File: src/rtl/sr_cmd_pkg.sv
// ---------------------------------------------------------------------------
// sr_cmd_pkg : shared state/command types and request decode for the SR sequencer
// Revision   : 1.0
// ---------------------------------------------------------------------------
`default_nettype none

package sr_cmd_pkg;

  typedef enum logic [1:0] {
    ST_IDLE   = 2'd0,
    ST_DRIVE  = 2'd1,
    ST_SETTLE = 2'd2
  } state_t;

  typedef enum logic [1:0] {
    CMD_NOP = 2'd0,
    CMD_SET = 2'd1,
    CMD_CLR = 2'd2
  } cmd_t;

  // pol selects the winner when both requests are raised: 1 = set, 0 = clear
  function automatic cmd_t decode_cmd(input logic set, input logic clr, input logic pol);
    if (set && clr) return pol ? CMD_SET : CMD_CLR;
    else if (set)   return CMD_SET;
    else if (clr)   return CMD_CLR;
    else            return CMD_NOP;
  endfunction

endpackage

`default_nettype wire

File: src/rtl/sr_cmd_timer.sv
// ---------------------------------------------------------------------------
// sr_cmd_timer : loadable down-counter with zero flag, holds at zero
// Revision     : 1.0
// ---------------------------------------------------------------------------
`default_nettype none

module sr_cmd_timer #(
  parameter int W = 2
) (
  input  logic         clk,
  input  logic         rst,
  input  logic         load,
  input  logic [W-1:0] load_val,
  output logic         zero
);

  logic [W-1:0] r_count;

  always_ff @(posedge clk or posedge rst) begin
    if (rst)                  r_count <= '0;
    else if (load)            r_count <= load_val;
    else if (r_count != '0)   r_count <= r_count - 1'b1;
  end

  assign zero = (r_count == '0);

endmodule

`default_nettype wire

File: src/rtl/sr_cmd_sequencer.sv
// ---------------------------------------------------------------------------
// sr_cmd_sequencer : valid/ready set/clear requests -> timed, non-overlapping s/r pulses
// Optional macro   : SR_CMD_FILTER_EN (drop commands that would not change shadow_q)
// Revision         : 1.0
// ---------------------------------------------------------------------------
`default_nettype none

module sr_cmd_sequencer #(
  parameter int HOLD_CYC     = 2,
  parameter int GAP_CYC      = 1,
  parameter int CONFLICT_POL = 0,
  parameter int CNT_W        = 8
) (
  input  logic             clk,
  input  logic             rst,
  input  logic             req_valid,
  input  logic             req_set,
  input  logic             req_clr,
  output logic             req_ready,
  output logic             s,
  output logic             r,
  output logic             busy,
  output logic             cmd_done,
  output logic             shadow_q,
  output logic [CNT_W-1:0] conflict_cnt
);

  import sr_cmd_pkg::*;

  localparam int TMAX = (HOLD_CYC > GAP_CYC) ? HOLD_CYC : GAP_CYC;
  localparam int TW   = $clog2(TMAX + 1);
  localparam logic [TW-1:0] HOLD_LD = TW'(HOLD_CYC - 1);
  localparam logic [TW-1:0] GAP_LD  = (GAP_CYC > 0) ? TW'(GAP_CYC - 1) : '0;

  state_t        r_state;
  cmd_t          r_cmd;
  cmd_t          w_dec;
  cmd_t          w_cmd;
  logic          w_accept;
  logic          w_conflict;
  logic          w_load;
  logic [TW-1:0] w_load_val;
  logic          w_zero;

  assign w_accept   = req_valid & req_ready;
  assign w_conflict = req_set & req_clr;
  assign w_dec      = decode_cmd(req_set, req_clr, CONFLICT_POL != 0);

`ifdef SR_CMD_FILTER_EN
  assign w_cmd = ((w_dec == CMD_SET && shadow_q) || (w_dec == CMD_CLR && !shadow_q))
                 ? CMD_NOP : w_dec;
`else
  assign w_cmd = w_dec;
`endif

  always_comb begin
    w_load     = 1'b0;
    w_load_val = HOLD_LD;
    if (r_state == ST_IDLE && w_accept && w_cmd != CMD_NOP) begin
      w_load = 1'b1;
    end else if (r_state == ST_DRIVE && w_zero && GAP_CYC > 0) begin
      w_load     = 1'b1;
      w_load_val = GAP_LD;
    end
  end

  sr_cmd_timer #(.W(TW)) u_timer (
    .clk      (clk),
    .rst      (rst),
    .load     (w_load),
    .load_val (w_load_val),
    .zero     (w_zero)
  );

  // s and r are only ever raised from IDLE on a decoded single command, so they cannot overlap
  always_ff @(posedge clk or posedge rst) begin
    if (rst) begin
      r_state   <= ST_IDLE;
      r_cmd     <= CMD_NOP;
      s         <= 1'b0;
      r         <= 1'b0;
      req_ready <= 1'b1;
      busy      <= 1'b0;
      cmd_done  <= 1'b0;
      shadow_q  <= 1'b0;
    end else begin
      cmd_done <= 1'b0;
      case (r_state)
        ST_IDLE: begin
          if (w_accept) begin
            if (w_cmd == CMD_NOP) begin
              cmd_done <= 1'b1;
            end else begin
              r_state   <= ST_DRIVE;
              r_cmd     <= w_cmd;
              s         <= (w_cmd == CMD_SET);
              r         <= (w_cmd == CMD_CLR);
              req_ready <= 1'b0;
              busy      <= 1'b1;
            end
          end
        end
        ST_DRIVE: begin
          if (w_zero) begin
            s        <= 1'b0;
            r        <= 1'b0;
            shadow_q <= (r_cmd == CMD_SET);
            if (GAP_CYC > 0) begin
              r_state <= ST_SETTLE;
            end else begin
              r_state   <= ST_IDLE;
              req_ready <= 1'b1;
              busy      <= 1'b0;
              cmd_done  <= 1'b1;
            end
          end
        end
        ST_SETTLE: begin
          if (w_zero) begin
            r_state   <= ST_IDLE;
            req_ready <= 1'b1;
            busy      <= 1'b0;
            cmd_done  <= 1'b1;
          end
        end
        default: begin
          r_state   <= ST_IDLE;
          s         <= 1'b0;
          r         <= 1'b0;
          req_ready <= 1'b1;
          busy      <= 1'b0;
        end
      endcase
    end
  end

  always_ff @(posedge clk or posedge rst) begin
    if (rst) begin
      conflict_cnt <= '0;
    end else if (w_accept && w_conflict && conflict_cnt != '1) begin
      conflict_cnt <= conflict_cnt + 1'b1;
    end
  end

endmodule

`default_nettype wire

File: config.mk
export PLATFORM = sky130hd
export DESIGN_NAME = sr_cmd_sequencer
export DESIGN_NICKNAME = d
export VERILOG_FILES = /design/src/rtl/sr_cmd_pkg.sv /design/src/rtl/sr_cmd_timer.sv /design/src/rtl/sr_cmd_sequencer.sv
export SDC_FILE = /design/constraint.sdc
export NUM_CORES = 1
export LEC_CHECK = 0
export CORE_MARGIN = 4
export CORE_UTILIZATION = 45
export DETAILED_ROUTE_END_ITERATION = 12
export HOLD_SLACK_MARGIN = 0.06
export PLACE_DENSITY = 0.74
export SYNTH_ARGS = -nofsm -noshare
export SYNTH_HDL_FRONTEND = slang
export SYNTH_SLANG_ARGS = --single-unit
File: constraint.sdc
create_clock -name clk -period 1.8 [get_ports clk]
set_input_delay 0.18 -clock clk [delete_from_list [all_inputs] [get_ports clk]]
set_output_delay 0.18 -clock clk [all_outputs]
set_load 0.005 [all_outputs]
==> results.yml <==
layout:
  regArea_sq_um: 502
  drive_above_1_share_pct: 16.5
  multi_input_area_sq_um: 448
  nNetsFinal: 123
  diodes: 0
  fill_cells: 175
  area_delta_synth_final_pct: 29.3
synth:
  synth_edf_count: 0
  synth_cells: 89
  synth.most_common_cell: "dfrtp_1"
  postSynthAreaPerCell_sq_um: 10.9
  synthTopCellsByArea: "dfrtp_1 49%, o21ai_0 6.2%, nand2_1 4.3%, xnor2_1 3.6%, mux2_2 3.5%"
  netlist_top_cells_count: "19 x dfrtp_1, 12 x o21ai_0, 11 x nand2_1, 5 x nor2_1"
  yosys_warnings: 0
  synth_top_area_share_pct: 49.1
  synthesis.nets: 96
  async_flop_share_pct: 100
  netlist_area_sq_um: 968
  synth_cell_types: 27
  seq_area_frac_synth_pct: 51.8
  ys.flop_type: "dfrtp_1"
  synth-seq-cells: 20
  post-synth-top-area-cell: "dfrtp_1"
power_and_ir_drop:
  p_comb_share_pct: 39.3
  p_seq_share_pct: 45.4
  pwr-share-clk_pct: 15.3
  power_leakage_nw: 0.543
  switching_share_pct: 33.2
  switching_power_uw: 549
  internal_power_mw: 1.11
  peakVddDrop_uv: 772
  power_density_nw_per_um2: 1320
global_routing:
  busiest_layer: "met2"
  grt_pass1_wl_mm: 3.06
  grt_pass1_vias: 684
  met2_usage_pct: 21.7
  antenna_found_initial: 0
  track_usage_pct: 14.9
  grt_util_met3_pct: 5.99
  grt_max_degree: 21
  grt-ovfl-total: 0
  grt_use_met1_pct: 19.6
floorplanning:
  initial_core_util_pct: 48.4
  die-area_sq_um: 2960
  fp.dieH_microns: 54.4
  rows: 16
  die_width_microns: 54.4
  coreArea_sq_um: 2000
  ios: 19
setup_path:
  r2r_end: "conflict_cnt[1]$_DFFE_PP0P_"
  rr_startpoint: "conflict_cnt[0]$_DFFE_PP0P_"
  critPathCapture: "conflict_cnt[1]$_DFFE_PP0P_"
  ff2ff_path_depth: 4
  cp-start-kind: "flop"
  end_kind: "flop"
  critPathLaunch: "conflict_cnt[0]$_DFFE_PP0P_"
  critPathArrivalTime_ps: 1900
  required_ps: 1990
  critical_path_class: "reg2reg"
  crit_fanout: 6
  r2r_slack_ps: 90
sta:
  fin_crit_sh_pct: 95.2
  finClkSkew_ps: 7.28
  slew_headroom_pct: 62.6
  drv_slew: 0
  finalSetupTns_ps: 0
  min_period_ps: 1710
  setup_violations: 0
  worst_slew_pin_slew_ps: 554
  worst_slack_ps: 86.8
  holdWs_ps: 195
  rsz0062_at_grt: "no"
  hold_viol_final: 0
  fmax_mhz: 584
clock_network:
  clock_path_buffers: 2
  ctsHtreeMaxLevel: 1
  clock_latency_ps: 300
  cts_hold_buf: 0
  cts_resized: 0
  cts_buffers: 3
  cts.clk_slew.worst_paths_ps: 110
  cts_tree: "done"
  post-cts-setup-buffers: 0
  root_buffer: "clkbuf_4"
  cts_sinks: 20
route:
  drt.antenna.violating_nets: 0
  wl_per_cell_microns: 11.9
  drc: 0
  dr.pass1.iters: 4
  routed_wl_mm: 1.69
  vias: 720
  drtIter0Drc: 7
  via_per_inst: 5.07
place:
  gp_congestion: 0.777
  place_ws_ps: 79.8
  dpl.hpwl_mm: 1.32
  io_buffers: 18
status:
  outcome: "finished clean"
worst_hold_path:
  min_path_type: "in2async"
flow_run:
  drv_cap: 0
-- layout by cell type (no fill, tap or decap), drive strengths merged, types with 2 or more instances in the layout --
master         netlist  routed
dfrtp               19      19
inv                  4       4
xor2                 2       2
o21ai               12      12
buf                  0       5
nand3                2       2
clkbuf               1       4
clkdlybuf4s50        0      18
mux2                 3       3
nand4                3       3
a21oi                3       3
nand2b               4       4
o21a                 3       3
nor2                 5       5
and2                 2       2
xnor2                4       4
ha                   2       2
nand2               11      11
-- power by group through the flow --
| stage | combinational, mW | clock, mW | sequential [mW] |
|---|---|---|---|
| finish | 0.650 | 0.254 | 0.750 |
| global placement | 0.646 | 0 | 0.753 |
| floorplan | 0.361 | 0 | 0.746 |
| global route | 0.748 | 0.285 | 0.780 |
| detailed placement | 0.659 | 0 | 0.761 |
| CTS | 0.662 | 0.269 | 0.752 |
-- critical path, cell delays in order (launching register included) --
cell     delay, ps
dfrtp_1        430
ha_1           250
and4_1         250
a41oi_4        310
mux2_2         370
-- through the flow --
step                      util [%]  cells  total power [mW]  area [sq um]
final                         62.6    142              1.65          1250
after global routing          62.6    142              1.81          1250
after CTS                     62.6    142              1.68          1250
after detailed placement      60.8    138              1.42          1220
after global placement        60.8    138              1.40          1220
after floorplan                  -     89              1.11           968
-- worst min path at each step --
stage | end | start | slack, ps
final | conflict_cnt[7]$_DFFE_PP0P_ | rst | 190
after global routing | u_timer.r_count[0]$_DFFE_PP0P_ | rst | 200
after CTS | shadow_q$_DFFE_PP0N_ | rst | 200
after detailed placement | r_cmd[1]$_DFFE_PP0P_ | r_cmd[1]$_DFFE_PP0P_ | 480
after global placement | shadow_q$_DFFE_PP0N_ | shadow_q$_DFFE_PP0N_ | 470
after floorplan | busy$_DFFE_PP0P_ | rst | 140
-- area by class of cell --
class                           instances  share of cell area [%]
Clock buffer                            4                    2.90
Inverter                                4                    1.20
Multi-Input combinational cell         64                    35.8
Sequential cell                        20                    40.1
Tap cell                               27                    2.70
Timing Repair Buffer                   23                    17.4
-- state kept, by name, summed over array words and instances (netlist names), 2 cells and up --
| register | flops |
|---|---|
| conflict_cnt | 8 |
| r_state | 2 |
| r_cmd | 2 |
| u_timer.r_count | 2 |
-- routing by layer --
| layer | routed length [microns] | vias up | share of wire (%) |
|---|---|---|---|
| li1 | - | 361 | - |
| met3 | 91 | 4 | 5.4 |
| met5 | 0 | - | 0 |
| met2 | 751 | 13 | 44 |
| met4 | 25 | 0 | 1.5 |
| met1 | 820 | 342 | 49 |
-- cells by family (layout without fill, tap and decap cells) --
kind of cell               Yosys count  count (layout)  synth area share (%)
and+or+nand+nor                     32              32                  20.0
AOI/OAI and AO/OA                   21              21                  14.7
DFF                                 20              20                  51.8
xor gates and xnor gates             6               6                  5.43
buffers and inverters                5              31                  1.94
muxes                                3               3                  3.49
adders and majority gates            2               2                  2.58
(Power assumes the default switching activity.)
